===== src/rtl/cache_pkg.sv =====
// Shared types and constants for the cache refill arbiter.
package cache_pkg;

  localparam int AW          = 16;
  localparam int WORDS       = 8;
  localparam int MEM_LAT     = 4;
  localparam int IW          = $clog2(WORDS) + 1;
  localparam logic [AW-1:0] OFFSET_MASK = 16'h000F;

  typedef enum logic [1:0] {
    IDLE   = 2'd0,
    STORE  = 2'd1,
    FILL_I = 2'd2,
    FILL_D = 2'd3
  } state_t;

  // Fixed priority: store write-through, then D miss, then I miss.
  function automatic state_t arbitrate(input logic wr, input logic dm, input logic im);
    state_t s;
    s = IDLE;
    if (wr)      s = STORE;
    else if (dm) s = FILL_D;
    else if (im) s = FILL_I;
    return s;
  endfunction

endpackage


===== src/rtl/cache_refill_arbiter_if.sv =====
// Cache/memory side signals of the refill arbiter. master = arbiter,
// slave = the caches and memory around it.
interface cache_refill_arbiter_if;
  import cache_pkg::*;

  logic          i_miss;
  logic [AW-1:0] i_miss_addr;
  logic          d_miss;
  logic [AW-1:0] d_miss_addr;
  logic          d_wr_req;
  logic [AW-1:0] d_wr_addr;
  logic [15:0]   d_wr_data;
  logic          d_wr_ack;
  logic          mem_enable;
  logic          mem_wr;
  logic [AW-1:0] mem_addr;
  logic [15:0]   mem_wdata;
  logic          mem_data_valid;
  logic [AW-1:0] fill_addr;
  logic          i_data_wr;
  logic          i_tag_wr;
  logic          d_data_wr;
  logic          d_tag_wr;
  logic          i_busy;
  logic          d_busy;
  logic          stall;

  modport master (
    input  i_miss, i_miss_addr, d_miss, d_miss_addr, d_wr_req, d_wr_addr,
           d_wr_data, mem_data_valid,
    output d_wr_ack, mem_enable, mem_wr, mem_addr, mem_wdata, fill_addr,
           i_data_wr, i_tag_wr, d_data_wr, d_tag_wr, i_busy, d_busy, stall
  );

  modport slave (
    output i_miss, i_miss_addr, d_miss, d_miss_addr, d_wr_req, d_wr_addr,
           d_wr_data, mem_data_valid,
    input  d_wr_ack, mem_enable, mem_wr, mem_addr, mem_wdata, fill_addr,
           i_data_wr, i_tag_wr, d_data_wr, d_tag_wr, i_busy, d_busy, stall
  );

endinterface


===== src/rtl/refill_counter.sv =====
// Issue/return word counters for one block refill and the derived
// memory-side and cache-side word addresses.
module refill_counter
  import cache_pkg::*;
(
  input  logic          clk,
  input  logic          rst,
  input  logic          i_clr,
  input  logic          i_iss_en,
  input  logic          i_ret_en,
  input  logic [AW-1:0] i_base,
  output logic          o_iss_done,
  output logic          o_ret_avail,
  output logic          o_ret_last,
  output logic [AW-1:0] o_rd_addr,
  output logic [AW-1:0] o_fill_addr
);

  logic [IW-1:0] r_iss;
  logic [IW-2:0] r_ret;

  // Count issued reads and returned words; cleared when the block completes.
  always_ff @(posedge clk or posedge rst) begin
    if (rst) begin
      r_iss <= '0;
      r_ret <= '0;
    end else if (i_clr) begin
      r_iss <= '0;
      r_ret <= '0;
    end else begin
      if (i_iss_en) r_iss <= r_iss + 1'b1;
      if (i_ret_en) r_ret <= r_ret + 1'b1;
    end
  end

  // A return is only legal for a word already issued; extra valids are dropped.
  always_comb begin
    o_iss_done  = (r_iss == IW'(WORDS));
    o_ret_avail = ({1'b0, r_ret} < r_iss);
    o_ret_last  = (r_ret == (IW-1)'(WORDS-1));
    o_rd_addr   = i_base + (AW'(r_iss) << 1);
    o_fill_addr = i_base + (AW'(r_ret) << 1);
  end

endmodule


===== src/rtl/cache_refill_arbiter.sv =====
// Owner of the shared memory: arbitrates stores and I/D block refills.
//
//   state  | meaning
//   IDLE   | no access; picks the next request
//   STORE  | one-cycle write-through of d_wr_data
//   FILL_I | I-cache block refill (issue + return)
//   FILL_D | D-cache block refill (issue + return)
//
// STORE and the final return of a fill re-arbitrate directly, so a pending
// request starts on the next cycle. The request just serviced is excluded
// from that decision because its cache only drops it after the ack/tag.
module cache_refill_arbiter
  import cache_pkg::*;
(
  input  logic                   clk,
  input  logic                   rst,
  cache_refill_arbiter_if.master bus
);

  state_t        r_state, w_state_nxt;
  logic [AW-1:0] r_base, w_base_nxt;
  logic          w_fill, w_iss_done, w_ret_avail, w_ret_last, w_ret_en, w_last;
  logic [AW-1:0] w_rd_addr, w_fill_addr;

  assign w_fill   = (r_state == FILL_I) || (r_state == FILL_D);
  assign w_ret_en = w_fill & bus.mem_data_valid & w_ret_avail;
  assign w_last   = w_ret_en & w_ret_last;

  refill_counter u_cnt (
    .clk         (clk),
    .rst         (rst),
    .i_clr       (w_last),
    .i_iss_en    (w_fill & ~w_iss_done),
    .i_ret_en    (w_ret_en),
    .i_base      (r_base),
    .o_iss_done  (w_iss_done),
    .o_ret_avail (w_ret_avail),
    .o_ret_last  (w_ret_last),
    .o_rd_addr   (w_rd_addr),
    .o_fill_addr (w_fill_addr)
  );

  // State and latched block base.
  always_ff @(posedge clk or posedge rst) begin
    if (rst) begin
      r_state <= IDLE;
      r_base  <= '0;
    end else begin
      r_state <= w_state_nxt;
      r_base  <= w_base_nxt;
    end
  end

  // Next state and base capture whenever an arbitration decision is taken.
  always_comb begin
    w_state_nxt = r_state;
    w_base_nxt  = r_base;
    case (r_state)
      IDLE:    w_state_nxt = arbitrate(bus.d_wr_req, bus.d_miss, bus.i_miss);
      STORE:   w_state_nxt = arbitrate(1'b0, bus.d_miss, bus.i_miss);
      FILL_I:  if (w_last) w_state_nxt = arbitrate(bus.d_wr_req, bus.d_miss, 1'b0);
      FILL_D:  if (w_last) w_state_nxt = arbitrate(bus.d_wr_req, 1'b0, bus.i_miss);
      default: w_state_nxt = IDLE;
    endcase
    if (!w_fill || w_last) begin
      case (w_state_nxt)
        FILL_I:  w_base_nxt = bus.i_miss_addr & ~OFFSET_MASK;
        FILL_D:  w_base_nxt = bus.d_miss_addr & ~OFFSET_MASK;
        default: w_base_nxt = r_base;
      endcase
    end
  end

  // Memory commands, cache strobes and busy flags per state.
  always_comb begin
    bus.d_wr_ack   = 1'b0;
    bus.mem_enable = 1'b0;
    bus.mem_wr     = 1'b0;
    bus.mem_addr   = '0;
    bus.mem_wdata  = '0;
    bus.fill_addr  = '0;
    bus.i_data_wr  = 1'b0;
    bus.i_tag_wr   = 1'b0;
    bus.d_data_wr  = 1'b0;
    bus.d_tag_wr   = 1'b0;
    bus.i_busy     = 1'b0;
    bus.d_busy     = 1'b0;
    case (r_state)
      STORE: begin
        bus.mem_enable = 1'b1;
        bus.mem_wr     = 1'b1;
        bus.mem_addr   = bus.d_wr_addr;
        bus.mem_wdata  = bus.d_wr_data;
        bus.d_wr_ack   = 1'b1;
        bus.d_busy     = 1'b1;
      end
      FILL_I, FILL_D: begin
        bus.fill_addr = w_fill_addr;
        if (!w_iss_done) begin
          bus.mem_enable = 1'b1;
          bus.mem_addr   = w_rd_addr;
        end
        if (r_state == FILL_I) begin
          bus.i_busy    = 1'b1;
          bus.i_data_wr = w_ret_en;
          bus.i_tag_wr  = w_last;
        end else begin
          bus.d_busy    = 1'b1;
          bus.d_data_wr = w_ret_en;
          bus.d_tag_wr  = w_last;
        end
      end
      default: ;
    endcase
    bus.stall = bus.i_busy | bus.d_busy;
  end

endmodule


===== src/flat_wrapper.sv =====
// flat-port wrapper written by rule: the top's interface ports become plain ports
module cache_refill_arbiter_flat import cache_pkg::*;
  (clk, rst, bus_i_miss, bus_i_miss_addr, bus_d_miss, bus_d_miss_addr, bus_d_wr_req, bus_d_wr_addr, bus_d_wr_data, bus_mem_data_valid, bus_d_wr_ack, bus_mem_enable, bus_mem_wr, bus_mem_addr, bus_mem_wdata, bus_fill_addr, bus_i_data_wr, bus_i_tag_wr, bus_d_data_wr, bus_d_tag_wr, bus_i_busy, bus_d_busy, bus_stall);
  cache_refill_arbiter_if bus_i ();
  input  logic clk;
  input  logic rst;
  input wire logic [$bits(bus_i.i_miss)-1:0] bus_i_miss;
  input wire logic [$bits(bus_i.i_miss_addr)-1:0] bus_i_miss_addr;
  input wire logic [$bits(bus_i.d_miss)-1:0] bus_d_miss;
  input wire logic [$bits(bus_i.d_miss_addr)-1:0] bus_d_miss_addr;
  input wire logic [$bits(bus_i.d_wr_req)-1:0] bus_d_wr_req;
  input wire logic [$bits(bus_i.d_wr_addr)-1:0] bus_d_wr_addr;
  input wire logic [$bits(bus_i.d_wr_data)-1:0] bus_d_wr_data;
  input wire logic [$bits(bus_i.mem_data_valid)-1:0] bus_mem_data_valid;
  output wire logic [$bits(bus_i.d_wr_ack)-1:0] bus_d_wr_ack;
  output wire logic [$bits(bus_i.mem_enable)-1:0] bus_mem_enable;
  output wire logic [$bits(bus_i.mem_wr)-1:0] bus_mem_wr;
  output wire logic [$bits(bus_i.mem_addr)-1:0] bus_mem_addr;
  output wire logic [$bits(bus_i.mem_wdata)-1:0] bus_mem_wdata;
  output wire logic [$bits(bus_i.fill_addr)-1:0] bus_fill_addr;
  output wire logic [$bits(bus_i.i_data_wr)-1:0] bus_i_data_wr;
  output wire logic [$bits(bus_i.i_tag_wr)-1:0] bus_i_tag_wr;
  output wire logic [$bits(bus_i.d_data_wr)-1:0] bus_d_data_wr;
  output wire logic [$bits(bus_i.d_tag_wr)-1:0] bus_d_tag_wr;
  output wire logic [$bits(bus_i.i_busy)-1:0] bus_i_busy;
  output wire logic [$bits(bus_i.d_busy)-1:0] bus_d_busy;
  output wire logic [$bits(bus_i.stall)-1:0] bus_stall;
  assign bus_i.i_miss = bus_i_miss;
  assign bus_i.i_miss_addr = bus_i_miss_addr;
  assign bus_i.d_miss = bus_d_miss;
  assign bus_i.d_miss_addr = bus_d_miss_addr;
  assign bus_i.d_wr_req = bus_d_wr_req;
  assign bus_i.d_wr_addr = bus_d_wr_addr;
  assign bus_i.d_wr_data = bus_d_wr_data;
  assign bus_i.mem_data_valid = bus_mem_data_valid;
  assign bus_d_wr_ack = bus_i.d_wr_ack;
  assign bus_mem_enable = bus_i.mem_enable;
  assign bus_mem_wr = bus_i.mem_wr;
  assign bus_mem_addr = bus_i.mem_addr;
  assign bus_mem_wdata = bus_i.mem_wdata;
  assign bus_fill_addr = bus_i.fill_addr;
  assign bus_i_data_wr = bus_i.i_data_wr;
  assign bus_i_tag_wr = bus_i.i_tag_wr;
  assign bus_d_data_wr = bus_i.d_data_wr;
  assign bus_d_tag_wr = bus_i.d_tag_wr;
  assign bus_i_busy = bus_i.i_busy;
  assign bus_d_busy = bus_i.d_busy;
  assign bus_stall = bus_i.stall;
  cache_refill_arbiter u_core (.clk(clk), .rst(rst), .bus(bus_i));
endmodule

===== config.mk =====
export PLATFORM = sky130hd
export DESIGN_NAME = cache_refill_arbiter_flat
export DESIGN_NICKNAME = d
export VERILOG_FILES = /design/src/rtl/cache_pkg.sv /design/src/rtl/cache_refill_arbiter_if.sv /design/src/rtl/refill_counter.sv /design/src/rtl/cache_refill_arbiter.sv /design/src/flat_wrapper.sv
export SDC_FILE = /design/constraint.sdc
export NUM_CORES = 1
export LEC_CHECK = 0
export ABC_AREA = 1
export BUFFER_PORTS_ARGS = -buffer_cell sky130_fd_sc_hd__buf_2
export CAP_MARGIN = 20
export CORE_ASPECT_RATIO = 0.6
export CORE_MARGIN = 2
export CORE_UTILIZATION = 38
export DETAILED_ROUTE_END_ITERATION = 8
export GPL_ROUTABILITY_DRIVEN = 0
export PLACE_DENSITY = 0.73
export RECOVER_POWER = 25
export SKIP_CTS_REPAIR_TIMING = 1
export SLEW_MARGIN = 0
export SYNTH_ARGS = -nofsm -noshare
export SYNTH_HDL_FRONTEND = slang
export SYNTH_SLANG_ARGS = --single-unit
export TNS_END_PERCENT = 50

===== constraint.sdc =====
create_clock -name clk -period 2.7 [get_ports clk]
set_input_delay 0.27 -clock clk [delete_from_list [all_inputs] [get_ports clk]]
set_output_delay 0.27 -clock clk [all_outputs]
set_load 0.05 [all_outputs]

Word level (Yosys, flattened, before mapping)
Cells that the tools add are included.

$add $sub $neg: 4. $lt $le $gt $ge: 1. Equality and inequality tests: 7. Mux-type cells: 33. Bitwise gates (word level): 6. Reductions and logical operators: 9.

Operator list (number): 16-bit case mux with 2 select lines (2); 16-bit two-way mux (3); 16-bit by 4-bit adder with 16-bit output (1); 16-bit by 5-bit adder with 16-bit output (1); 2-bit two-way mux (8); 1-bit two-way mux (13); 2-bit equality test, second input constant (4); 4-bit two-way mux (2); 2-bit case mux with 4 select lines (1); 3-bit two-way mux (2); 2-bit nonzero test (3); 4-bit by 1-bit adder with 4-bit output, second input constant (1); 1-bit AND (4); 4-bit equality test, second input constant (1); 3-bit by 4-bit less-than comparator with 1-bit output (1); 1-bit case mux with 2 select lines (2); 3-bit by 1-bit adder with 3-bit output, second input constant (1); 3-bit equality test, second input constant (1); 2-bit by 1-bit equality test with 1-bit output, second input constant (1); 2-bit zero test (1); 1-bit logical OR (2); 2-bit AND reduction (1); 2-bit OR reduction (1); 1-bit zero test (1); 2 further kinds (2).

Register bits: 25. Input port bits: 70. Output and inout bits: 58. Logic and storage cells: 64.

Logic depth before layout (Yosys ltp)
Gate-level depths: netlist (run 1).

Word-level depth: 10. Gate-level depth with buffers: 14. Gate-level depth less buffers: 13.

Modules after synthesis
A second synthesis (run 1) with hierarchy kept.

Cell total of the unflattened synthesis: 472. Area, all modules: 2797.7 um^2.

Modules (own cells, without submodules): cache_refill_arbiter (times used 1, cells each 262, area each 1512.7 um^2, seq. area each 350.3 um^2); refill_counter (times used 1, cells each 210, area each 1285.0 um^2, seq. area each 175.2 um^2).

Worst setup path after synthesis (run 1)
OpenSTA, ideal clock, no wires.

Path type: register to output. Start point: register u_core.u_cnt.r_iss[3]. End point: output port bus_mem_addr[12]. Arrival: 2368 ps. Required time: 2430 ps. Slack: 62 ps. Stages on the path, launching flop included: 11. Buffers on the path: 0. Cells stage by stage: dfrtp_1 ha_1 ha_1 nand2_1 inv_1 nand2_1 nor2_1 nand3_1 nor2_1 o21ai_0 o21ai_0.

Cells in the longest elaborated chain, start to end: 3. Elaborated cells on any way between the ends: 4. Those cells by class: add/sub: 1; eq/ne: 1; mux: 2.

Ends and longest elaborated chain: from (decl) (line refill_counter.sv:19) `logic [IW-1:0] r_iss;`; from (signal assigned) (line refill_counter.sv:31) `if (i_iss_en) r_iss <= r_iss + 1'b1;`; 16-bit by 5-bit adder with 16-bit output / 4-bit equality test (equally long branches) (line refill_counter.sv:41, refill_counter.sv:38); 16-bit two-way mux * (line cache_refill_arbiter.sv:99) `if (!w_iss_done) begin`; 16-bit case mux with 2 select lines * (line cache_refill_arbiter.sv:88) `case (r_state)`; to (decl) (line flat_wrapper.sv:18) `output wire logic [$bits(bus_i.mem_addr)-1:0] bus_mem_addr;`.

Every way passes the cells marked *; elsewhere a longest branch is shown, timed or not.

Worst setup path in the final report (run 1)
Start point: register u_core.u_cnt.r_iss[3]. End point: output port bus_mem_addr[13].

Same word-level chain as after synthesis.

==> results of run 1 <==
## cells in the mapped netlist (3+ instances only)
library cell,instances
nand2_1,121
nand3_1,9
ha_1,8
nand4_1,5
inv_1,71
clkbuf_1,6
a21oi_1,14
o21ai_0,13
nor2_2,10
dfrtp_1,21
buf_4,3
nor2_1,33
## kinds of logic (layout without fill, tap and decap cells)
kind of cell / count (synthesis) / after routing / synth area share, %
xor+xnor: 1 / 1 / 0.437
buf+inv: 86 / 199 / 17.5
simple gates: 185 / 185 / 38.8
other cells: 1 / 1 / 0.187
flops: 21 / 21 / 26.2
fa+ha+maj: 8 / 8 / 4.99
compound gates: 38 / 38 / 11.9
## per-stage QoR
stage	worst slack, ps	cell area (um^2)	hold slack (ps)
after floorplan	62.4	2000	247
after global placement	446	2620	452
after detailed placement	413	2620	460
after CTS	112	2670	176
after global routing	-1.31	2690	229
final	318	2690	150
## critical path, cell delays in order (launching register included)
cell and delay [ps]:
dfrtp_1 380, ha_2 210, nand4_1 130, nor2_1 210, nand3_1 150, nor2_1 190, and2_1 170, nor2_1 40
o21ai_0 80, nand2_1 80, buf_2 220
## cells in the final DEF, fill, tap and decap left out, drive strengths merged, types with 2 or more instances in the layout
master and instances:
dfrtp 21, o21ai 14, clkbuf 7, a31o 2, a32o 2, inv 73, nand4 5, nand2 123
buf 119, nor2 43, nand3 12, ha 8, a21oi 15, a22o 2
## layer usage
metal | up-vias | share of wire (%) | global-route usage, %
met5 | - | 0 | 0
met1 | 1036 | 51 | 30.7
met4 | 0 | 0.45 | 3.57
met3 | 2 | 8.3 | 3.63
li1 | 1246 | - | -
met2 | 105 | 40 | 31.8
## state kept, by name, indices dropped and copies added, names as in the netlist
register,flops
u_core.r_base,12
u_core.u_cnt.r_ret,3
u_core.r_state,2
u_core.u_cnt.r_iss,4
## cell type report
class	instances	share of cell area, %
clock buffer	4	1.67
inverter	73	10.2
tap	66	3.07
timing repair buffer	122	23.0
multi-input combinational	233	42.6
sequential	21	19.5
## final timing paths
| path | from | to | slack [ps] |
|---|---|---|---|
| setup / recovery | u_core.u_cnt.r_iss[3]$_DFFE_PP0P_ | bus_mem_addr[13] | 320 |
| hold / removal | rst | u_core.u_cnt.r_ret[0]$_DFFE_PP0P_ | 150 |
| setup reg to reg | u_core.u_cnt.r_iss[2]$_DFFE_PP0P_ | u_core.r_base[13]$_DFFE_PP0P_ | 410 |
| hold reg to reg | u_core.r_base[4]$_DFFE_PP0P_ | u_core.r_base[4]$_DFFE_PP0P_ | 530 |
| max in group asynchronous | rst | u_core.r_base[5]$_DFFE_PP0P_ | 2050 |
| min in group clk | bus_i_miss_addr[8] | u_core.r_base[8]$_DFFE_PP0P_ | 300 |
==> results.json, run 1 <==
{
  "status": "completed",
  "die_h_um": 60.3,
  "core-area_um2": 5080,
  "grtUsageTotal_pct": 20.6,
  "cts_inserted_buffers": 3,
  "drc": 0,
  "async_reset_ff_share_pct": 100,
  "dr.pass1.iters": 4,
  "tns_ps": 0,
  "fmax_mhz": 420,
  "cp.arrival_ps": 2110,
  "skew_ps": 7.85,
  "antenna_found_initial": 0,
  "synth_top_area_cell": "dfrtp_1",
  "dp_hpwl_um": 4910,
  "cts_tree": "done",
  "ant_nets": 0,
  "reg2reg_depth": 13,
  "min_period_over_period_pct": 88.2,
  "fillers": 544,
  "synthFlopType": "dfrtp_1",
  "clk_pin_slew_ps": 80,
  "period_minus_slack_ps": 2380,
  "slew_headroom_pct": 46.9,
  "slew_violations": 0,
  "clock_sinks": 21,
  "hold_path_class": "in -> async",
  "final_util_pct": 53.0,
  "routed_via_density": 4.60,
  "ys_seq_elements": 21,
  "syn_avg_cell_area_um2": 5.90,
  "synth_top_area_share_pct": 26.2,
  "cp-start-kind": "register",
  "cts_root_buf": "clkbuf_8",
  "synth_cells": 340,
  "worstPathRequired_ps": 2430,
  "wl_per_cell_um": 11.6,
  "synthToLayoutAreaGrowth_pct": 34.3,
  "multi_input_area_um2": 1150,
  "n_antenna_cell": 0,
  "dp_cells": 514,
  "cts-htree-levels": 1,
  "start_util_pct": 39.5,
  "synth.distinct_cells": 31,
  "yosys-top-cells-area": "dfrtp_1 26%, nand2_1 23%, inv_1 13%, nor2_1 6.2%, ha_1 5.0%",
  "crit_path_end_kind": "primary output",
  "grt_pass1_wl_um": 9690,
  "cap_violations": 0,
  "dieArea_um2": 5890,
  "final_cells": 519,
  "grt_max_degree": 25,
  "initialDrtViolationCount": 98,
  "ys_warn_count": 0,
  "synth_nets": 418,
  "via_count": 2389,
  "worst_pin_slew_ps": 796,
  "ioPinCount": 128,
  "path_max_fanout": 3,
  "clk_latency_ps": 260,
  "regArea_um2": 526,
  "setup_violations": 0,
  "nets": 532,
  "wl_um": 6000,
  "clock_path_buffers": 2,
  "layout-drive-gt1-share_pct": 32.5,
  "grt_overflow": 0,
  "hold_viol": 0,
  "synth_edf_count": 0,
  "synth_area_um2": 2000,
  "crit_type": "reg -> out",
  "ys_seq_area_share_pct": 26.2,
  "grt_pass1_vias": 2025,
  "rows": 20,
  "io_buffers": 118,
  "die_x_um": 97.8
}
Power of run 1 is left out: the tool's default activity adds up to more than one toggle a clock period on the data nets, which glitch-free logic cannot reach.
==> run 2: changes to the inputs <==
==> constraint.sdc (replaced) <==
create_clock -name clk -period 2.7 [get_ports clk]
set_input_delay 0.54 -clock clk [delete_from_list [all_inputs] [get_ports clk]]
set_output_delay 0.54 -clock clk [all_outputs]
set_load 0.05 [all_outputs]
==> results.json, run 2 (synthesis results as in run 1) <==
{
  "top_regs": "u_core.r_base x12, u_core.u_cnt.r_iss x4, u_core.u_cnt.r_ret x3",
  "status": "completed",
  "hold_viol": 0,
  "dieArea_um2": 5890,
  "rsz0062_at_grt": "yes",
  "largest_reg_flops": 12,
  "rows": 20,
  "slew_headroom_pct": 48.3,
  "hold_path_class": "in -> async",
  "worstPathRequired_ps": 2160,
  "use_met2_pct": 30.4,
  "grtUsageTotal_pct": 20.5,
  "grt_util_met1_pct": 31.1,
  "max_stage_delay_ps": 420,
  "wl_um": 6160,
  "use_met3_pct": 2.81,
  "ioPinCount": 128,
  "layout-drive-gt1-share_pct": 36.2,
  "timing.rr.start": "u_core.u_cnt.r_ret[2]$_DFFE_PP0P_",
  "cts_root_buf": "clkbuf_8",
  "cts_tree": "done",
  "clock_path_buffers": 2,
  "die_h_um": 60.3,
  "cp.arrival_ps": 2080,
  "grt_overflow": 0,
  "period_minus_slack_ps": 2620,
  "antenna_found_initial": 0,
  "routed_via_density": 4.65,
  "most-common-layout-cells": "117 x nand2_1, 115 x buf_2, 70 x inv_1",
  "wl_per_cell_um": 11.8,
  "via_count": 2434,
  "worst_pin_slew_ps": 775,
  "grt_pass1_vias": 2045,
  "clock_sinks": 21,
  "die_x_um": 97.8,
  "nets": 537,
  "core-area_um2": 5080,
  "fmax_mhz": 381,
  "io_buffers": 118,
  "crit_buf_inv": 2,
  "path_max_fanout": 3,
  "cp-start-kind": "register",
  "start_util_pct": 39.5,
  "cts-htree-levels": 1,
  "dr.pass1.iters": 4,
  "dp_hpwl_um": 4950,
  "top_register": "u_core.r_base",
  "final_common_cell": "nand2_1",
  "ant_nets": 0,
  "clk_pin_slew_ps": 80,
  "path_cells": "ha_4 -> ha_4 -> nand2_2 -> inv_2 -> nand2_4 -> nor2_4 -> nand3_2 -> nor2_2 -> nand2_1 -> xnor2_1 -> nand2_1 -> nand2_2 -> buf_8",
  "cts_inserted_buffers": 3,
  "clk_latency_ps": 260,
  "grt_max_degree": 25,
  "grt_pass1_wl_um": 9540,
  "critical_path.startpoint": "u_core.r_base[4]$_DFFE_PP0P_",
  "n_antenna_cell": 0,
  "initialDrtViolationCount": 90,
  "crit_family": "simple AND/OR/NAND/NOR gates",
  "grt_busiest_layer": "met1",
  "crit_path_end_kind": "primary output",
  "final_util_pct": 55.0,
  "cpMaxStageDelayCell": "dfrtp_1",
  "min_period_over_period_pct": 97.1,
  "slew_violations": 0,
  "synthToLayoutAreaGrowth_pct": 39.5,
  "skew_ps": 3.33,
  "cap_violations": 0,
  "setup_violations": 0,
  "crit_type": "reg -> out",
  "drc": 0
}
[run 2: final timing paths]
path,endpoint,slack (ps),depth (start not counted)
worst max register to register,u_core.r_base[9]$_DFFE_PP0P_,370,12
worst max-delay path,bus_mem_addr[14],80,13
min in group clk,u_core.r_base[8]$_DFFE_PP0P_,530,2
worst min-delay path,u_core.u_cnt.r_iss[0]$_DFFE_PP0P_,410,2
max in group asynchronous,u_core.r_state[1]$_DFF_PP0_,1760,2
worst min register to register,u_core.r_base[8]$_DFFE_PP0P_,530,2
[run 2: final cells by class]
class	instances	area (um^2)
Fill cell	534	2280
Multi-Input combinational cell	233	1190
Timing Repair Buffer	127	673
Sequential cell	21	527
Inverter	73	274
Tap cell	66	82.6
Clock buffer	3	41.3
Clock inverter	1	5.00
[run 2: metrics by stage]
step / instances / hold slack, ps / TNS (ps) / setup slack (ps) / instance area, um^2
global placement: 514 / 496 / 0 / 186 / 2620
floorplan: 340 / 471 / -182 / -105 / 2000
global route: 524 / 501 / -135 / -84.6 / 2800
CTS: 518 / 446 / -133 / -133 / 2670
detailed placement: 514 / 504 / 0 / 161 / 2620
finish: 524 / 410 / 0 / 77.1 / 2800
[run 2: per-layer routing]
layer / up-vias / share of wire [%]
li1: 1256 / -
met1: 1064 / 52
met2: 107 / 41
met3: 7 / 6.7
met4: 0 / 0.91
met5: - / 0
Power of run 2 is left out for the same reason.
